### src/rtl/multicycle_control_if.sv
// Control-unit bundle between the multi-cycle MIPS main control FSM and the datapath.
// master: the control FSM. It takes opcode/mem_ready and drives the selects, enables and status.
// slave : the datapath/memory side. It drives opcode/mem_ready and consumes the controls.
interface multicycle_control_if;
   logic [5:0] opcode;
   logic       mem_ready;
   logic       pc_write;
   logic       ir_write;
   logic       i_or_d;
   logic       mem_read;
   logic       mem_write;
   logic       reg_write;
   logic       reg_dst;
   logic       mem_to_reg;
   logic       alu_src_a;
   logic [1:0] alu_src_b;
   logic [2:0] alu_op;
   logic [1:0] pc_source;
   logic       illegal_op;
   logic       bus_error;
   logic [3:0] state_o;

   modport master (
      input  opcode, mem_ready,
      output pc_write, ir_write, i_or_d, mem_read, mem_write, reg_write, reg_dst,
             mem_to_reg, alu_src_a, alu_src_b, alu_op, pc_source, illegal_op,
             bus_error, state_o
   );

   modport slave (
      output opcode, mem_ready,
      input  pc_write, ir_write, i_or_d, mem_read, mem_write, reg_write, reg_dst,
             mem_to_reg, alu_src_a, alu_src_b, alu_op, pc_source, illegal_op,
             bus_error, state_o
   );
endinterface

### src/rtl/multicycle_control.sv
// Multi-cycle MIPS main control FSM. It sequences fetch/decode/execute/memory/writeback,
// shares the single ALU across steps, and aborts a memory wait after MEM_TIMEOUT cycles.
// Ports: clk, reset (async, active-high), bus (multicycle_control_if.master):
//   opcode/mem_ready in; datapath selects, write enables, alu_op, illegal_op,
//   bus_error and state_o out.
module multicycle_control #(
   parameter int unsigned MEM_TIMEOUT = 15
) (
   input logic                  clk,
   input logic                  reset,
   multicycle_control_if.master bus
);

   localparam int unsigned CNT_W = 8;
   // The counter starts at 0 in the first wait cycle, so the last allowed wait cycle is at MEM_TIMEOUT-1.
   localparam logic [CNT_W-1:0] WAIT_LIMIT = CNT_W'(MEM_TIMEOUT - 1);

   localparam logic [5:0] OP_RTYPE = 6'b000000;
   localparam logic [5:0] OP_J     = 6'b000010;
   localparam logic [5:0] OP_ADDI  = 6'b001000;
   localparam logic [5:0] OP_ANDI  = 6'b001100;
   localparam logic [5:0] OP_ORI   = 6'b001101;
   localparam logic [5:0] OP_LUI   = 6'b001111;
   localparam logic [5:0] OP_LW    = 6'b100011;
   localparam logic [5:0] OP_SW    = 6'b101011;

   typedef enum logic [3:0] {
      FETCH    = 4'd0,
      DECODE   = 4'd1,
      EXEC_R   = 4'd2,
      EXEC_I   = 4'd3,
      MEM_ADDR = 4'd4,
      MEM_RD   = 4'd5,
      MEM_WR   = 4'd6,
      WB_R     = 4'd7,
      WB_I     = 4'd8,
      WB_MEM   = 4'd9,
      JUMP     = 4'd10
   } state_t;

   state_t           state;
   state_t           state_next;
   logic [5:0]       opcode_q;
   logic [CNT_W-1:0] wait_cnt;
   logic             in_wait;
   logic             timeout;
   logic             op_illegal;
   logic             bus_error_q;

   // State register
   always_ff @(posedge clk or posedge reset) begin
      if (reset) state <= FETCH;
      else       state <= state_next;
   end

   // Latched opcode, memory wait counter and the registered bus_error pulse
   always_ff @(posedge clk or posedge reset) begin
      if (reset) begin
         opcode_q    <= '0;
         wait_cnt    <= '0;
         bus_error_q <= 1'b0;
      end else begin
         if (state == DECODE) opcode_q <= bus.opcode;
         // Any state change or abort restarts the count. This covers every entry into a wait state.
         if (state_next != state || timeout) wait_cnt <= '0;
         else if (in_wait && !bus.mem_ready) wait_cnt <= wait_cnt + CNT_W'(1);
         bus_error_q <= timeout;
      end
   end

   // Next-state logic and opcode dispatch
   always_comb begin
      state_next = state;
      in_wait    = 1'b0;
      timeout    = 1'b0;
      op_illegal = 1'b0;
      case (state)
         FETCH: begin
            in_wait = 1'b1;
            if (bus.mem_ready) state_next = DECODE;
            else if (wait_cnt == WAIT_LIMIT) timeout = 1'b1;
         end
         DECODE: begin
            case (bus.opcode)
               OP_RTYPE:                        state_next = EXEC_R;
               OP_ADDI, OP_ORI, OP_ANDI, OP_LUI: state_next = EXEC_I;
               OP_LW, OP_SW:                    state_next = MEM_ADDR;
               OP_J:                            state_next = JUMP;
               default: begin
                  op_illegal = 1'b1;
                  state_next = FETCH;
               end
            endcase
         end
         EXEC_R:   state_next = WB_R;
         EXEC_I:   state_next = WB_I;
         MEM_ADDR: state_next = (opcode_q == OP_SW) ? MEM_WR : MEM_RD;
         MEM_RD: begin
            in_wait = 1'b1;
            if (bus.mem_ready) state_next = WB_MEM;
            else if (wait_cnt == WAIT_LIMIT) begin
               timeout    = 1'b1;
               state_next = FETCH;
            end
         end
         MEM_WR: begin
            in_wait = 1'b1;
            if (bus.mem_ready) state_next = FETCH;
            else if (wait_cnt == WAIT_LIMIT) begin
               timeout    = 1'b1;
               state_next = FETCH;
            end
         end
         WB_R, WB_I, WB_MEM, JUMP: state_next = FETCH;
         default:                  state_next = FETCH;
      endcase
   end

   // Output decode from the registered state. Reset forces FETCH asynchronously,
   // so write enables drop at once without waiting for a clock edge.
   always_comb begin
      bus.pc_write   = 1'b0;
      bus.ir_write   = 1'b0;
      bus.i_or_d     = 1'b0;
      bus.mem_read   = 1'b0;
      bus.mem_write  = 1'b0;
      bus.reg_write  = 1'b0;
      bus.reg_dst    = 1'b0;
      bus.mem_to_reg = 1'b0;
      bus.alu_src_a  = 1'b0;
      bus.alu_src_b  = 2'b00;
      bus.alu_op     = 3'b000;
      bus.pc_source  = 2'b00;
      bus.illegal_op = 1'b0;
      bus.bus_error  = bus_error_q;
      bus.state_o    = state;
      case (state)
         FETCH: begin
            bus.mem_read  = 1'b1;
            bus.alu_src_b = 2'b01;
            bus.alu_op    = 3'b110;
            // PC+4 and the IR load commit only on a completed fetch, and never while reset is held.
            bus.pc_write  = bus.mem_ready & ~reset;
            bus.ir_write  = bus.mem_ready & ~reset;
         end
         DECODE: bus.illegal_op = op_illegal;
         EXEC_R: begin
            bus.alu_src_a = 1'b1;
            bus.alu_src_b = 2'b00;
            bus.alu_op    = 3'b111;
         end
         EXEC_I: begin
            bus.alu_src_a = 1'b1;
            case (opcode_q)
               OP_ORI: begin
                  bus.alu_op    = 3'b101;
                  bus.alu_src_b = 2'b11;
               end
               OP_ANDI: begin
                  bus.alu_op    = 3'b011;
                  bus.alu_src_b = 2'b11;
               end
               OP_LUI: begin
                  bus.alu_op    = 3'b001;
                  bus.alu_src_b = 2'b10;
               end
               default: begin
                  bus.alu_op    = 3'b110;
                  bus.alu_src_b = 2'b10;
               end
            endcase
         end
         MEM_ADDR: begin
            bus.alu_src_a = 1'b1;
            bus.alu_src_b = 2'b10;
            bus.alu_op    = 3'b010;
         end
         MEM_RD: begin
            bus.mem_read = 1'b1;
            bus.i_or_d   = 1'b1;
         end
         MEM_WR: begin
            bus.mem_write = 1'b1;
            bus.i_or_d    = 1'b1;
         end
         WB_R: begin
            bus.reg_write = 1'b1;
            bus.reg_dst   = 1'b1;
         end
         WB_I:   bus.reg_write = 1'b1;
         WB_MEM: begin
            bus.reg_write  = 1'b1;
            bus.mem_to_reg = 1'b1;
         end
         JUMP: begin
            bus.pc_write  = 1'b1;
            bus.pc_source = 2'b10;
         end
         default: ;
      endcase
   end

endmodule

### src/flat_wrapper.sv
// flat-port wrapper written by rule: the top's interface ports become plain ports
module multicycle_control_flat 
#(
   parameter int unsigned MEM_TIMEOUT = 15
)
  (clk, reset, bus_opcode, bus_mem_ready, bus_pc_write, bus_ir_write, bus_i_or_d, bus_mem_read, bus_mem_write, bus_reg_write, bus_reg_dst, bus_mem_to_reg, bus_alu_src_a, bus_alu_src_b, bus_alu_op, bus_pc_source, bus_illegal_op, bus_bus_error, bus_state_o);
  multicycle_control_if bus_i ();
  input logic clk;
  input logic reset;
  input wire logic [$bits(bus_i.opcode)-1:0] bus_opcode;
  input wire logic [$bits(bus_i.mem_ready)-1:0] bus_mem_ready;
  output wire logic [$bits(bus_i.pc_write)-1:0] bus_pc_write;
  output wire logic [$bits(bus_i.ir_write)-1:0] bus_ir_write;
  output wire logic [$bits(bus_i.i_or_d)-1:0] bus_i_or_d;
  output wire logic [$bits(bus_i.mem_read)-1:0] bus_mem_read;
  output wire logic [$bits(bus_i.mem_write)-1:0] bus_mem_write;
  output wire logic [$bits(bus_i.reg_write)-1:0] bus_reg_write;
  output wire logic [$bits(bus_i.reg_dst)-1:0] bus_reg_dst;
  output wire logic [$bits(bus_i.mem_to_reg)-1:0] bus_mem_to_reg;
  output wire logic [$bits(bus_i.alu_src_a)-1:0] bus_alu_src_a;
  output wire logic [$bits(bus_i.alu_src_b)-1:0] bus_alu_src_b;
  output wire logic [$bits(bus_i.alu_op)-1:0] bus_alu_op;
  output wire logic [$bits(bus_i.pc_source)-1:0] bus_pc_source;
  output wire logic [$bits(bus_i.illegal_op)-1:0] bus_illegal_op;
  output wire logic [$bits(bus_i.bus_error)-1:0] bus_bus_error;
  output wire logic [$bits(bus_i.state_o)-1:0] bus_state_o;
  assign bus_i.opcode = bus_opcode;
  assign bus_i.mem_ready = bus_mem_ready;
  assign bus_pc_write = bus_i.pc_write;
  assign bus_ir_write = bus_i.ir_write;
  assign bus_i_or_d = bus_i.i_or_d;
  assign bus_mem_read = bus_i.mem_read;
  assign bus_mem_write = bus_i.mem_write;
  assign bus_reg_write = bus_i.reg_write;
  assign bus_reg_dst = bus_i.reg_dst;
  assign bus_mem_to_reg = bus_i.mem_to_reg;
  assign bus_alu_src_a = bus_i.alu_src_a;
  assign bus_alu_src_b = bus_i.alu_src_b;
  assign bus_alu_op = bus_i.alu_op;
  assign bus_pc_source = bus_i.pc_source;
  assign bus_illegal_op = bus_i.illegal_op;
  assign bus_bus_error = bus_i.bus_error;
  assign bus_state_o = bus_i.state_o;
  multicycle_control #(.MEM_TIMEOUT(MEM_TIMEOUT)) u_core (.clk(clk), .reset(reset), .bus(bus_i));
endmodule
### config.mk
export PLATFORM = sky130hd
export DESIGN_NAME = multicycle_control_flat
export DESIGN_NICKNAME = d
export VERILOG_FILES = /design/src/rtl/multicycle_control_if.sv /design/src/rtl/multicycle_control.sv /design/src/flat_wrapper.sv
export SDC_FILE = /design/constraint.sdc
export NUM_CORES = 1
export LEC_CHECK = 0
export ABC_AREA = 1
export CAP_MARGIN = 20
export CELL_PAD_IN_SITES_DETAIL_PLACEMENT = 2
export CELL_PAD_IN_SITES_GLOBAL_PLACEMENT = 2
export CORE_MARGIN = 1.5
export CORE_UTILIZATION = 38
export CTS_BUF_LIST = sky130_fd_sc_hd__clkbuf_4 sky130_fd_sc_hd__clkbuf_8
export CTS_CLUSTER_SIZE = 24
export DETAILED_ROUTE_END_ITERATION = 7
export DONT_BUFFER_PORTS = 1
export HOLD_SLACK_MARGIN = 0.08
export PLACE_DENSITY_LB_ADDON = 0.1
export SLEW_MARGIN = 20
export SYNTH_ARGS = -nofsm -noshare
export SYNTH_HDL_FRONTEND = slang
export SYNTH_SLANG_ARGS = --single-unit
export TNS_END_PERCENT = 30
### constraint.sdc
create_clock -name clk -period 2.5 [get_ports clk]
set_input_delay 0.25 -clock clk [delete_from_list [all_inputs] [get_ports clk]]
set_output_delay 0.25 -clock clk [all_outputs]
set_load 0.02 [all_outputs]
==> results of run 1 <==
==> stage by stage <==
step	hold slack [ns]	std cells	cell area, um^2	util	worst slack (ns)
floorplan	0.201	188	1310	-	0.630
global placement	0.328	235	1380	0.415	0.677
detailed placement	0.326	235	1380	0.415	0.484
CTS	0.0922	242	1440	0.433	0.258
global route	0.0882	242	1440	0.433	0.118
finish	0.101	242	1440	0.433	0.228
==> where the power goes <==
group / internal, W / switching, W / total (W)
logic: 0.000278 / 0.000767 / 0.00104
clock network: 0.0000730 / 0.000103 / 0.000176
registers: 0.000393 / 0.000132 / 0.000524
total: 0.000744 / 0.00100 / 0.00174
==> worst max-delay path: stages (launching register included) <==
cell,delay (ns)
sky130_fd_sc_hd__dfrtp_1,0.53
sky130_fd_sc_hd__nor2_4,0.26
sky130_fd_sc_hd__nand3_1,0.22
sky130_fd_sc_hd__o21ai_0,0.69
==> path summary, 6_finish.rpt <==
kind                                            startpoint                         endpoint  slack, ns  cells after the start
min in group asynchronous                            reset  u_core.bus.state_o[3]$_DFF_PP0_       0.52                      2
max in group asynchronous                            reset   u_core.wait_cnt[3]$_DFFE_PP0P_       1.48                      2
min                                          bus_opcode[3]   u_core.opcode_q[3]$_DFFE_PP0P_       0.10                      2
max reg2reg                u_core.bus.state_o[2]$_DFF_PP0_   u_core.wait_cnt[4]$_DFFE_PP0P_       0.46                     10
min reg2reg                 u_core.wait_cnt[0]$_DFFE_PP0P_   u_core.wait_cnt[0]$_DFFE_PP0P_       0.50                      1
max                        u_core.bus.state_o[3]$_DFF_PP0_                    bus_alu_op[2]       0.23                      3
==> cells by family after synthesis <==
kind of cell / count (synthesis)
buf+inv: 30
fa+ha+maj: 2
compound gates: 13
xor+xnor: 6
other cells: 1
flops: 19
simple gates: 117
==> metal layers <==
layer  vias to the layer above  global-route usage  routed length, um
met2                        35               0.418               2140
li1                        598                   -                  -
met3                         4              0.0357                171
met4                         0              0.0517                 47
met1                       596               0.263               1660
met5                         -                   0                  0
==> placed cells by master (no fill, tap or decap) <==
cell type,count
sky130_fd_sc_hd__conb_1,1
sky130_fd_sc_hd__a211oi_1,1
sky130_fd_sc_hd__clkinv_1,1
sky130_fd_sc_hd__inv_1,21
sky130_fd_sc_hd__nor2_4,4
sky130_fd_sc_hd__nor3_1,1
sky130_fd_sc_hd__ha_1,2
sky130_fd_sc_hd__nand3_4,1
sky130_fd_sc_hd__nand3_1,11
sky130_fd_sc_hd__nand2_1,44
sky130_fd_sc_hd__o2111ai_1,1
sky130_fd_sc_hd__o21ai_0,7
sky130_fd_sc_hd__nand2_4,1
sky130_fd_sc_hd__inv_2,6
sky130_fd_sc_hd__nor2_1,38
sky130_fd_sc_hd__xor2_1,5
sky130_fd_sc_hd__nand2_2,6
sky130_fd_sc_hd__o41ai_1,1
sky130_fd_sc_hd__nand4_1,5
sky130_fd_sc_hd__o31ai_1,1
sky130_fd_sc_hd__clkbuf_4,4
sky130_fd_sc_hd__nand3b_1,1
sky130_fd_sc_hd__dlygate4sd3_1,3
sky130_fd_sc_hd__xnor2_1,1
sky130_fd_sc_hd__buf_4,3
sky130_fd_sc_hd__o22ai_1,2
sky130_fd_sc_hd__dfrtp_1,19
sky130_fd_sc_hd__nand3_2,1
sky130_fd_sc_hd__nor2_2,4
==> flip-flops by register name, indices dropped and copies added, names as in the netlist <==
signal,flops
u_core.bus.state_o,4
u_core.opcode_q,6
u_core.bus.bus_error,1
u_core.wait_cnt,8
==> cell type report <==
cell class / instances / area [um^2]
clock buffers: 4 / 30.0
fillers: 411 / 1880
multi-input cells: 139 / 714
inverters: 28 / 105
well taps: 46 / 57.6
flip-flops and latches: 19 / 475
repair buffers: 6 / 52.6
==> repair_timing <==
item,CTS,global route
hold endpoints to repair,21,0
hold buffers,3,0
endpoints found under the setup margin,0,0
==> PnR_summary.wiki, run 1 <==
{| class="wikitable"
! Metric !! Value
|-
| Post-synth ARST share || 1.00
|-
| Pwr per Cell Area || 1220 nW/um^2
|-
| Dominant register cell in the synthesized netlist || sky130_fd_sc_hd__dfrtp_1
|-
| Status || completed
|-
| WL/cell || 16.6 um
|-
| CTS clock-pin slew for the worst setup and hold paths || 0.12 ns
|-
| Max Transition Viols Final || 0
|-
| Fraction of synthesized area in multiplexers || 0
|-
| Number of detailed-routing iterations run before antenna repair || 4
|-
| Hold Crit Class || input port to flop
|-
| Clock tree root driver cell || sky130_fd_sc_hd__clkbuf_4
|-
| Most frequently used cell type in the post-synthesis netlist || sky130_fd_sc_hd__nand2_1
|-
| Number of standard-cell rows in the floorplan || 21
|-
| Leak pwr || 0.757 nW
|-
| Worst path arrival time || 2.02 ns
|-
| Share of layout cells above drive strength 1 || 0.153
|-
| Drt drc || 0
|-
| Achievable clock frequency || 440 MHz
|-
| Overall routed net length || 4.02 mm
|-
| Part of the Yosys area used for sequential elements || 0.364
|-
| Setup TNS || 0 ns
|-
| Power after layout || 0.00174 W
|-
| GPL Wtd Cong || 0.804
|-
| Fraction of the cycle the final worst path needs || 0.909
|-
| Syn nets || 199
|-
| Post-synth EDFFs || 0
|-
| Clock period minus final worst setup slack || 2.27 ns
|-
| Port-buffer cells || 0
|-
| First-pass GRT wire length || 6.04 mm
|-
| Worst-path maximum fanout || 5
|-
| Normalized max-slew margin || 0.480
|-
| Critical path capture point type || output pin
|-
| RSZ-0062 raised after global routing || no
|-
| Count of vias placed by the detailed router || 1233
|-
| Routed via count divided by cell count || 5.10
|-
| Maximum buffer depth of the clock tree || 2
|-
| Largest area contributor in the netlist || sky130_fd_sc_hd__dfrtp_1
|-
| Via count of the first global-routing pass || 1301
|-
| Count of inserted antenna diode cells || 0
|-
| Post-CTS Repair Setup Buffers || 0
|-
| CTS tree || yes
|-
| Number of buffers inserted during clock tree synthesis || 3
|-
| Total number of clock tree sinks || 19
|-
| Chip width || 61.6 um
|-
| PostCTS Resize Cnt || 0
|-
| Clock Skews || 0.0113 ns
|-
| Largest family of logic cells by synthesized area || simple AND/OR/NAND/NOR gates
|-
| Clock insertion delay at the later pin of the skew report || 0.31 ns
|-
| Area of the mapped netlist || 1310 um^2
|-
| Die Y-Extent || 61.6 um
|-
| Post-synthesis simple-gate area fraction || 0.423
|-
| Crit path kind || flop to output pin
|-
| Detailed Place HPWL || 3.21 mm
|-
| Flip-flop and latch count after synthesis || 19
|-
| Mapped Avg Cell Area || 6.95 um^2
|-
| Biggest area contributors in the synthesized netlist || sky130_fd_sc_hd__dfrtp_1 36%, sky130_fd_sc_hd__nand2_1 13%, sky130_fd_sc_hd__nor2_1 11%
|-
| Xor and xnor area share after synthesis || 0.0402
|-
| DRT iter0 DRCs || 20
|-
| Pin slew with the least headroom to its limit || 0.771 ns
|-
| Proportion of netlist area held by the largest area contributor || 0.364
|-
| Die footprint || 3800 um^2
|-
| Total count of hold-check failures in the final report || 0
|-
| Global router's overall resource usage || 0.223
|-
| Count of maximum capacitance violations || 0
|-
| Area Growth Syn to Fin || 9.87%
|-
| Category of the worst setup path launch point || flop
|-
| Area inside the core boundary || 3310 um^2
|-
| Required time reported for the critical path endpoint || 2.25 ns
|-
| Final count of negative-setup-slack endpoints || 0
|-
| Routed Antenna Nets || 0
|-
| Boundary Pins || 31
|-
| Initial antenna violation count || 0
|-
| Yosys warning total || 0
|-
| Worst supply voltage drop on vdd || 537 uV
|-
| Gate Count Post-Synth || 188
|-
| Most common library cells after synthesis || 44 x sky130_fd_sc_hd__nand2_1, 38 x sky130_fd_sc_hd__nor2_1, 21 x sky130_fd_sc_hd__inv_1
|-
| Pin count of the biggest net entering global routing || 20
|-
| Post-synthesis compound-gate area fraction || 0.0613
|-
| Net count, final || 208
|-
| Total grt overflow || 0
|-
| Distinct cell type count of the synthesized netlist || 28
|-
| H-tree depth reported by CTS || 1
|-
| Post-Synth Adder-Cell Area || 0.0192
|-
| Initial Utilization || 0.395
|}
Note: power is estimated with default switching activity, not from simulation.
==> run 2, diff against run 1 <==
PLACE_DENSITY = 0.84   (was not set)
PLACE_DENSITY_LB_ADDON = not set   (was 0.1)
==> run 2 against run 1 <==
Die area is the same. Core utilization grew 0.23 points. Routed wire length rose by 2.9%. Combinational power is essentially flat. Sequential share of layout area is 0.17 points lower. Clock-buffer cell count fell by 1. Sequential cell count unchanged. Largest cell class unchanged. Power grew 1.4%.
==> PnR_summary.wiki, run 2 (synthesis gave the netlist of run 1 again) <==
{| class="wikitable"
! Metric !! Value
|-
| Status || completed
|-
| Setup TNS || 0 ns
|-
| Post-layout util || 0.436
|-
| Die footprint || 3800 um^2
|-
| Maximum buffer depth of the clock tree || 2
|-
| Leak pwr || 0.757 nW
|-
| Worst-path maximum fanout || 5
|-
| Area Growth Syn to Fin || 10.4%
|-
| Routed via count divided by cell count || 5.23
|-
| CTS tree || yes
|-
| First-pass GRT wire length || 6.46 mm
|-
| DRT iter0 DRCs || 65
|-
| Detailed Place HPWL || 3.29 mm
|-
| Worst path arrival time || 1.96 ns
|-
| Global router's overall resource usage || 0.239
|-
| H-tree depth reported by CTS || 1
|-
| Destination of the worst hold path || u_core.opcode_q[3]$_DFFE_PP0P_
|-
| Highest-count cells in the layout ignoring fill and taps || 44 x sky130_fd_sc_hd__nand2_1, 38 x sky130_fd_sc_hd__nor2_1, 21 x sky130_fd_sc_hd__inv_1
|-
| Worst supply voltage drop on vdd || 464 uV
|-
| Pwr per Cell Area || 1230 nW/um^2
|-
| RSZ-0062 raised after global routing || no
|-
| Final count of negative-setup-slack endpoints || 0
|-
| R2R cell count || 10
|-
| Worst path buffer plus inverter count || 1
|-
| Number of buffers inserted during clock tree synthesis || 3
|-
| Initial Utilization || 0.395
|-
| Boundary Pins || 31
|-
| Achievable clock frequency || 453 MHz
|-
| Port-buffer cells || 0
|-
| Clock period minus final worst setup slack || 2.21 ns
|-
| Crit path kind || flop to output pin
|-
| Share of layout cells above drive strength 1 || 0.157
|-
| Required time reported for the critical path endpoint || 2.25 ns
|-
| Worst-case register-to-register setup slack || 0.57 ns
|-
| Net count, final || 209
|-
| Most common cell after layout, fill and taps aside || sky130_fd_sc_hd__nand2_1
|-
| Drt drc || 0
|-
| Post-CTS Repair Setup Buffers || 0
|-
| GPL Wtd Cong || 0.808
|-
| Hold Crit Class || input port to flop
|-
| Chip width || 61.6 um
|-
| Pin count of the biggest net entering global routing || 20
|-
| Count of maximum capacitance violations || 0
|-
| Fraction of the cycle the final worst path needs || 0.883
|-
| Max Transition Viols Final || 0
|-
| Critical path capture point type || output pin
|-
| Initial antenna violation count || 0
|-
| WL/cell || 17.0 um
|-
| Clock insertion delay at the later pin of the skew report || 0.32 ns
|-
| Cell depth of the worst min-delay path || 2
|-
| Register name with the most flops || u_core.wait_cnt
|-
| Worst stage delay on the critical path || 0.54 ns
|-
| Total grt overflow || 0
|-
| Number of standard-cell rows in the floorplan || 21
|-
| Critical path cell sequence || nor2_4, nand3_1, o41ai_1, buf_4
|-
| Max reg flops || 8
|-
| Number of detailed-routing iterations run before antenna repair || 4
|-
| Total count of hold-check failures in the final report || 0
|-
| Gate family responsible for the most delay along the worst path || flip-flops
|-
| Normalized max-slew margin || 0.476
|-
| CTS clock-pin slew for the worst setup and hold paths || 0.12 ns
|-
| Area inside the core boundary || 3310 um^2
|-
| Terminus of the critical flop-to-flop path || u_core.wait_cnt[4]$_DFFE_PP0P_
|-
| Via count of the first global-routing pass || 1353
|-
| Final hold slack || 0.0833 ns
|-
| Pin slew with the least headroom to its limit || 0.785 ns
|-
| Die Y-Extent || 61.6 um
|-
| Count of vias placed by the detailed router || 1270
|-
| Origin of the worst min-delay path || bus_opcode[3]
|-
| Clock tree root driver cell || sky130_fd_sc_hd__clkbuf_4
|-
| Source of the worst register-to-register timing path || u_core.bus.state_o[0]$_DFF_PP0_
|-
| Routed Antenna Nets || 0
|-
| Total number of clock tree sinks || 19
|-
| Category of the worst setup path launch point || flop
|-
| Clock Skews || 0.00240 ns
|-
| Overall routed net length || 4.14 mm
|-
| Count of inserted antenna diode cells || 0
|-
| Critical-path cell with the highest stage delay || sky130_fd_sc_hd__dfrtp_1
|}
[run 2: what timing repair did]
item                                   4_1_cts  5_1_grt
gates resized for setup                      0        0
hold buffers                                 3        0
endpoints found under the hold margin       21        0
[run 2: metrics by stage]
| stage | instance area [um^2] | setup slack, ns | power, W | cells |
|---|---|---|---|---|
| floorplan | 1310 | 0.630 | 0.00130 | 188 |
| global placement | 1380 | 0.665 | 0.00153 | 236 |
| detailed placement | 1380 | 0.592 | 0.00159 | 236 |
| CTS | 1440 | 0.313 | 0.00178 | 243 |
| global route | 1440 | 0.198 | 0.00191 | 243 |
| finish | 1440 | 0.292 | 0.00177 | 243 |
[run 2: worst max-delay path by stage]
stage                                    start                             end  depth (start not counted)
4_1_cts        u_core.bus.state_o[3]$_DFF_PP0_                bus_alu_src_b[0]                          4
5_1_grt        u_core.bus.state_o[3]$_DFF_PP0_                bus_alu_src_b[0]                          4
3_3_place_gp   u_core.bus.state_o[1]$_DFF_PP0_  u_core.wait_cnt[7]$_DFFE_PP0P_                          9
6_report       u_core.bus.state_o[3]$_DFF_PP0_                bus_alu_src_b[0]                          4
2_1_floorplan  u_core.bus.state_o[3]$_DFF_PP0_                bus_alu_src_b[0]                          3
3_5_place_dp   u_core.bus.state_o[0]$_DFF_PP0_  u_core.wait_cnt[4]$_DFFE_PP0P_                         12
[run 2: routing by layer]
layer	part of all wire	track usage
met1	0.42	0.293
met2	0.52	0.426
met3	0.035	0.0378
met4	0.018	0.0790
met5	0	0
[run 2: final cells by class]
cell class,count,area [um^2]
clock buffer,3,22.5
clock inverter,1,7.51
fill,436,1870
inverter,28,105
multi-input combinational,139,714
sequential,19,475
tap,46,57.6
timing repair buffer,7,60.1
[run 2: power breakdown]
part / internal, W / total (W) / leakage (nW) / switching (W)
Sequential: 0.000392 / 0.000545 / 0.251 / 0.000153
Clock: 0.0000612 / 0.000174 / 0.0139 / 0.000113
Combinational: 0.000291 / 0.00105 / 0.492 / 0.000759
Total: 0.000745 / 0.00177 / 0.757 / 0.00102
